**src/rtl/fifo_rd_ctrl_if.sv**
```systemverilog
// Read-side bundle for fifo_rd_ctrl: the FIFO read port plus the downstream valid/ready stream.
// Stream handshake: a word moves when out_valid & out_ready are both high at a rising clk edge.
// While out_valid is high and out_ready is low, out_data holds its value.
interface fifo_rd_ctrl_if #(
  parameter int WIDTH = 8,
  parameter int PTR   = 4
);
  logic             rden;
  logic             rdempty;
  logic [PTR:0]     rdusedw;
  logic [WIDTH-1:0] dataout;
  logic [WIDTH-1:0] out_data;
  logic             out_valid;
  logic             out_ready;

  modport master (
    output rden, out_data, out_valid,
    input  rdempty, rdusedw, dataout, out_ready
  );

  modport slave (
    input  rden, out_data, out_valid,
    output rdempty, rdusedw, dataout, out_ready
  );
endinterface

```
**src/rtl/fifo_rd_ctrl.sv**
```systemverilog
// Drains a FIFO read port in bounded bursts, absorbs its 1-cycle read latency and
// presents the words through a 2-entry skid buffer with a delivered-word counter.
module fifo_rd_ctrl #(
  parameter int WIDTH  = 8,
  parameter int PTR    = 4,
  parameter int THRESH = 1,
  parameter int BURST  = 4
) (
  input  logic          clk,
  input  logic          reset_,
  input  logic          enable,
  fifo_rd_ctrl_if.master bus,
  output logic          burst_active,
  output logic [15:0]   words_out,
  output logic [1:0]    dbg_state
);

  localparam int CW = $clog2(BURST + 1);
  localparam int PW = PTR + 1;
  localparam logic [CW-1:0] BURST_MAX = CW'(BURST);
  localparam logic [PW-1:0] THRESH_W  = PW'(THRESH);

  typedef enum logic [1:0] {
    ST_IDLE  = 2'd0,
    ST_BURST = 2'd1,
    ST_GAP   = 2'd2
  } state_t;

  state_t           state_q, state_d;
  logic [CW-1:0]    burst_cnt_q, burst_cnt_d;
  logic             inflight_q, inflight_d;
  logic [1:0]       occ_q, occ_d;
  logic [WIDTH-1:0] buf0_q, buf0_d;
  logic [WIDTH-1:0] buf1_q, buf1_d;
  logic [15:0]      words_q, words_d;

  logic [PW-1:0] inflight_w;
  logic          pop;
  logic          push;
  logic [2:0]    committed;
  logic          credit_ok;
  logic          rden_w;

  assign inflight_w = {{PTR{1'b0}}, inflight_q};
  assign pop        = (occ_q != 2'd0) & bus.out_ready;
  assign push       = inflight_q;

  // A word leaving this cycle frees its slot, which keeps a burst at one word per cycle.
  assign committed = {1'b0, occ_q} + {2'b00, inflight_q} - {2'b00, pop};
  assign credit_ok = committed < 3'd2;

  assign rden_w = (state_q == ST_BURST) & enable & ~bus.rdempty &
                  (bus.rdusedw > inflight_w) & credit_ok & (burst_cnt_q < BURST_MAX);

  always_comb begin
    state_d     = state_q;
    burst_cnt_d = burst_cnt_q;
    case (state_q)
      ST_IDLE: begin
        if (enable && !bus.rdempty && (bus.rdusedw >= THRESH_W)) begin
          state_d     = ST_BURST;
          burst_cnt_d = '0;
        end
      end
      ST_BURST: begin
        if (rden_w) burst_cnt_d = burst_cnt_q + 1'b1;
        if ((burst_cnt_q == BURST_MAX) || (bus.rdusedw <= inflight_w) || !enable)
          state_d = ST_GAP;
      end
      ST_GAP:  state_d = ST_IDLE;
      default: state_d = ST_IDLE;
    endcase
  end

  always_comb begin
    occ_d      = occ_q;
    buf0_d     = buf0_q;
    buf1_d     = buf1_q;
    inflight_d = rden_w;
    words_d    = words_q + {15'd0, pop};
    case ({push, pop})
      2'b10: begin
        if (occ_q == 2'd0) buf0_d = bus.dataout;
        else               buf1_d = bus.dataout;
        occ_d = occ_q + 2'd1;
      end
      2'b01: begin
        buf0_d = buf1_q;
        occ_d  = occ_q - 2'd1;
      end
      2'b11: begin
        if (occ_q == 2'd1) begin
          buf0_d = bus.dataout;
        end else begin
          buf0_d = buf1_q;
          buf1_d = bus.dataout;
        end
      end
      default: ;
    endcase
  end

  always_ff @(posedge clk or negedge reset_) begin
    if (!reset_) begin
      state_q     <= ST_IDLE;
      burst_cnt_q <= '0;
      inflight_q  <= 1'b0;
      occ_q       <= 2'd0;
      buf0_q      <= '0;
      buf1_q      <= '0;
      words_q     <= 16'd0;
    end else begin
      state_q     <= state_d;
      burst_cnt_q <= burst_cnt_d;
      inflight_q  <= inflight_d;
      occ_q       <= occ_d;
      buf0_q      <= buf0_d;
      buf1_q      <= buf1_d;
      words_q     <= words_d;
    end
  end

  assign bus.rden      = rden_w;
  assign bus.out_data  = buf0_q;
  assign bus.out_valid = (occ_q != 2'd0);
  assign burst_active  = (state_q == ST_BURST);
  assign words_out     = words_q;
  assign dbg_state     = state_q;

endmodule

```
**src/flat_wrapper.sv**
```systemverilog
// flat-port wrapper written by rule: the top's interface ports become plain ports
module fifo_rd_ctrl_flat 
#(
  parameter int WIDTH  = 8,
  parameter int PTR    = 4,
  parameter int THRESH = 1,
  parameter int BURST  = 4
)
  (clk, reset_, enable, burst_active, words_out, dbg_state, bus_rden, bus_out_data, bus_out_valid, bus_rdempty, bus_rdusedw, bus_dataout, bus_out_ready);
  fifo_rd_ctrl_if #(.WIDTH(WIDTH), .PTR(PTR)) bus_i ();
  input  logic clk;
  input  logic reset_;
  input  logic enable;
  output logic burst_active;
  output logic [15:0] words_out;
  output logic [1:0] dbg_state;
  output wire logic [$bits(bus_i.rden)-1:0] bus_rden;
  output wire logic [$bits(bus_i.out_data)-1:0] bus_out_data;
  output wire logic [$bits(bus_i.out_valid)-1:0] bus_out_valid;
  input wire logic [$bits(bus_i.rdempty)-1:0] bus_rdempty;
  input wire logic [$bits(bus_i.rdusedw)-1:0] bus_rdusedw;
  input wire logic [$bits(bus_i.dataout)-1:0] bus_dataout;
  input wire logic [$bits(bus_i.out_ready)-1:0] bus_out_ready;
  assign bus_rden = bus_i.rden;
  assign bus_out_data = bus_i.out_data;
  assign bus_out_valid = bus_i.out_valid;
  assign bus_i.rdempty = bus_rdempty;
  assign bus_i.rdusedw = bus_rdusedw;
  assign bus_i.dataout = bus_dataout;
  assign bus_i.out_ready = bus_out_ready;
  fifo_rd_ctrl #(.WIDTH(WIDTH), .PTR(PTR), .THRESH(THRESH), .BURST(BURST)) u_core (.clk(clk), .reset_(reset_), .enable(enable), .bus(bus_i), .burst_active(burst_active), .words_out(words_out), .dbg_state(dbg_state));
endmodule
```
**config.mk**
```make
export PLATFORM = sky130hd
export DESIGN_NAME = fifo_rd_ctrl_flat
export DESIGN_NICKNAME = d
export VERILOG_FILES = /design/src/rtl/fifo_rd_ctrl_if.sv /design/src/rtl/fifo_rd_ctrl.sv /design/src/flat_wrapper.sv
export SDC_FILE = /design/constraint.sdc
export NUM_CORES = 1
export LEC_CHECK = 0
export ABC_AREA = 1
export BUFFER_PORTS_ARGS = -buffer_cell sky130_fd_sc_hd__buf_2
export CAP_MARGIN = 20
export CORE_MARGIN = 8
export CORE_UTILIZATION = 55
export CTS_BUF_LIST = sky130_fd_sc_hd__clkbuf_4
export CTS_CLUSTER_DIAMETER = 100
export DETAILED_ROUTE_END_ITERATION = 16
export GPL_ROUTABILITY_DRIVEN = 1
export PLACE_DENSITY = 0.8
export SYNTH_ARGS = -nofsm -noshare
export SYNTH_HDL_FRONTEND = slang
export SYNTH_SLANG_ARGS = --single-unit
```
**constraint.sdc**
```tcl
create_clock -name clk -period 3.6 [get_ports clk]
set_clock_uncertainty 0.15 [all_clocks]
set_input_delay 0.54 -clock clk [delete_from_list [all_inputs] [get_ports clk]]
set_output_delay 0.54 -clock clk [all_outputs]
set_load 0.01 [all_outputs]
```
==> impl_metrics.env <==
export IMPL_grt_max_degree=41
export IMPL_ys_flop_type="dfrtp_1"
export IMPL_path_max_fanout=7
export IMPL_cp_cell_sequence="inv_1, ha_1, inv_4, nand2_8, ha_1, inv_1, nand2_1, fa_1, nand2_1, nand2_1, nor2_1, nand3_2, inv_2, buf_2"
export IMPL_yosys_top_cells_area="dfrtp_1 (50%), nand2_1 (11%), nand3_1 (7.2%)"
export IMPL_tritoncts="done"
export IMPL_max_stage_delay_ps=400
export IMPL_ios=47
export IMPL_tightestPinTransition_ps=875
export IMPL_worstSetupPathType="register to primary output"
export IMPL_syn_area_per_cell_um2=8.72
export IMPL_async_flop_share=1.00
export IMPL_synth_area_mm2=0.00201
export IMPL_nFillCells=310
export IMPL_clk_pin_slew_ps=140
export IMPL_synth_top_area_frac=0.497
export IMPL_grt_overflow=0
export IMPL_wl_per_cell_um=13.3
export IMPL_r2r_setup_slack_ps=980
export IMPL_htreeDepth=2
export IMPL_wl_um=4410
export IMPL_cts_sinks=40
export IMPL_worst_setup_path_end_kind="primary output"
export IMPL_cp_data_arrival_time_ps=2780
export IMPL_cp_required_ps=2910
export IMPL_design_area_mm2=0.00240
export IMPL_r2r_start="u_core.occ_q[1]"
export IMPL_die_w_um=76.5
export IMPL_clkLatencyLatePin_ps=360
export IMPL_dieArea_mm2=0.00586
export IMPL_place_area_mm2=0.00229
export IMPL_nNetsFinal=310
export IMPL_drv_cap=0
export IMPL_vias_per_cell=5.13
export IMPL_vias=1707
export IMPL_cp_slowest_cell="fa_1"
export IMPL_rows=22
export IMPL_rr_endpoint="u_core.burst_cnt_q[1]"
export IMPL_synth_top_area_cell="dfrtp_1"
export IMPL_hp_class="input port to asynchronous set/reset pin"
export IMPL_maxSlewViolCount=0
export IMPL_cts_buffers=5
export IMPL_finalCriticalPeriod_ps=3470
export IMPL_start_util=0.563
export IMPL_yosys_cell_types_count=24
export IMPL_regArea_mm2=0.00100
export IMPL_r2r_worst_path_cells=15
export IMPL_period_share=0.963
export IMPL_coreArea_mm2=0.00358
export IMPL_multi_input_comb_area_um2=913
export IMPL_synthCells=231
export IMPL_cts_root_buf="clkbuf_4"
export IMPL_power_leakage_nw=1.25
export IMPL_cp_num_buf_inv=5
export IMPL_setup_violations=0
export IMPL_synth_most_common_cell="nand2_1"
export IMPL_fin_ws_ps=133
export IMPL_layout_drive_gt1_share=0.246
export IMPL_fmax_mhz=288
export IMPL_grt_pass1_wl_um=7690
export IMPL_grt_use_total=0.155
export IMPL_drtIter0Drc=86
export IMPL_cp_top_family="adder cells"
export IMPL_cts_buffer_depth=2
export IMPL_ys_seq_area_frac=0.497
export IMPL_route_detailed_drc=0
export IMPL_pre_cts_slack_ps=420
export IMPL_diodes=0
export IMPL_numPortBuffers=46
export IMPL_dr_pass1_iters=4
export IMPL_antenna_found_initial=0
export IMPL_worstSetupStartpointType="register"
export IMPL_relSlewSlack=0.417
export IMPL_die_y_um=76.5
export IMPL_place_congestion=0.830
export IMPL_hold_viol=0
export IMPL_synth_fp_nets=257
export IMPL_ir_worst_vdd_mv=0.375
export IMPL_crit_top_cell="nand2_1"
export IMPL_drtAntennaViolNets=0
export IMPL_cellPowerDensity_mw_per_mm2=675
export IMPL_hold_buffers=0
export IMPL_syn_to_final_growth_pct=19.0
export IMPL_grt_pass1_vias=1768
export IMPL_synth_seq_cells=40
export IMPL_yosys_warnings=0
export IMPL_hpwl_um=3280
export IMPL_synth_common_cells="nand2_1 (58), dfrtp_1 (40), nand3_1 (29)"
export IMPL_synth_edf_count=0
export IMPL_status="finished, final reports clean"
-- state kept, by name, summed over array words and instances (netlist names) --
signal / count
u_core.words_out: 16
u_core.buf1_q: 8
u_core.bus.out_data: 8
u_core.burst_cnt_q: 3
u_core.dbg_state: 2
u_core.occ_q: 2
u_core.inflight_q: 1
-- report_power, final --
group | internal [mW] | switching, mW | leakage [nW] | total [mW]
clock | 0.148 | 0.157 | 0.0454 | 0.305
combinational | 0.246 | 0.367 | 0.709 | 0.614
sequential | 0.596 | 0.104 | 0.500 | 0.699
-- stage by stage --
stage	std cells	hold slack, ps	power, mW	setup TNS [ps]	util
4_1_cts	331	158	1.61	0	0.664
2_1_floorplan	231	94.4	1.10	0	-
6_report	333	134	1.62	0	0.670
3_3_place_gp	323	305	1.28	0	0.640
3_5_place_dp	323	310	1.30	0	0.640
5_1_grt	333	191	1.75	-36.2	0.670
-- layout by cell type, fill, tap and decap left out --
master	count
a31oi_1	9
buf_2	46
buf_4	2
bufinv_16	1
clkbuf_4	5
clkinv_4	2
dfrtp_1	40
fa_1	1
ha_1	7
inv_1	21
inv_2	2
inv_4	1
nand2_1	58
nand2_2	3
nand2_8	1
nand3_1	28
nand3_2	2
nand3b_1	1
nand4_1	1
nor2_1	27
nor2_2	1
nor2_4	1
nor3_1	5
nor3b_1	1
o21ai_0	3
o21ai_4	2
or2_2	1
xnor2_1	4
xor2_1	9
-- worst reg2reg max path: cells and delay by family (launching register included) --
| kind | cells | cell delay (ps) |
|---|---|---|
| adder cells (fa/ha/maj) | 3 | 930 |
| flip-flops | 1 | 390 |
| buffers and inverters | 4 | 420 |
| AND/OR/NAND/NOR | 8 | 680 |
-- repair_timing --
| action | CTS | global route |
|---|---|---|
| endpoints found under the setup margin | 0 | 1 |
| buffers inserted | 0 | 2 |
| resized for setup | 0 | 3 |
-- layout make-up --
cell class              count  area share
flip-flops and latches     40       0.418
inverters                  24      0.0386
well taps                  48      0.0251
multi-input cells         165       0.381
repair buffers             48       0.102
clock buffers               5      0.0157
clock inverters             3      0.0198
-- logic make-up (layout without fill, tap and decap cells) --
family | after synthesis | after routing | share of synthesized area
flip-flops | 40 | 40 | 0.497
XOR/XNOR | 13 | 13 | 0.0565
AND/OR/NAND/NOR | 130 | 130 | 0.289
AO/OA/AOI/OAI | 14 | 14 | 0.0515
buffers and inverters | 26 | 80 | 0.0522
adder cells (fa/ha/maj) | 8 | 8 | 0.0534
-- worst max-delay path by stage --
stage | start | endpoint | slack (ps) | cells after the start
after floorplan | u_core.occ_q[1] | bus_rden | 680 | 12
after global placement | u_core.occ_q[1] | bus_rden | 530 | 13
after detailed placement | u_core.occ_q[1] | bus_rden | 420 | 14
after CTS | u_core.occ_q[1] | bus_rden | 20 | 14
after global routing | u_core.occ_q[1] | bus_rden | -40 | 14
final | u_core.occ_q[1] | bus_rden | 130 | 14
-- per-layer routing --
layer	up-vias	global-route usage	part of all wire
li1	850	-	-
met1	806	0.167	0.41
met2	43	0.277	0.51
met3	8	0.0460	0.063
met4	0	0.0615	0.014
met5	-	0	0
Power figures use the tool's default switching activity.
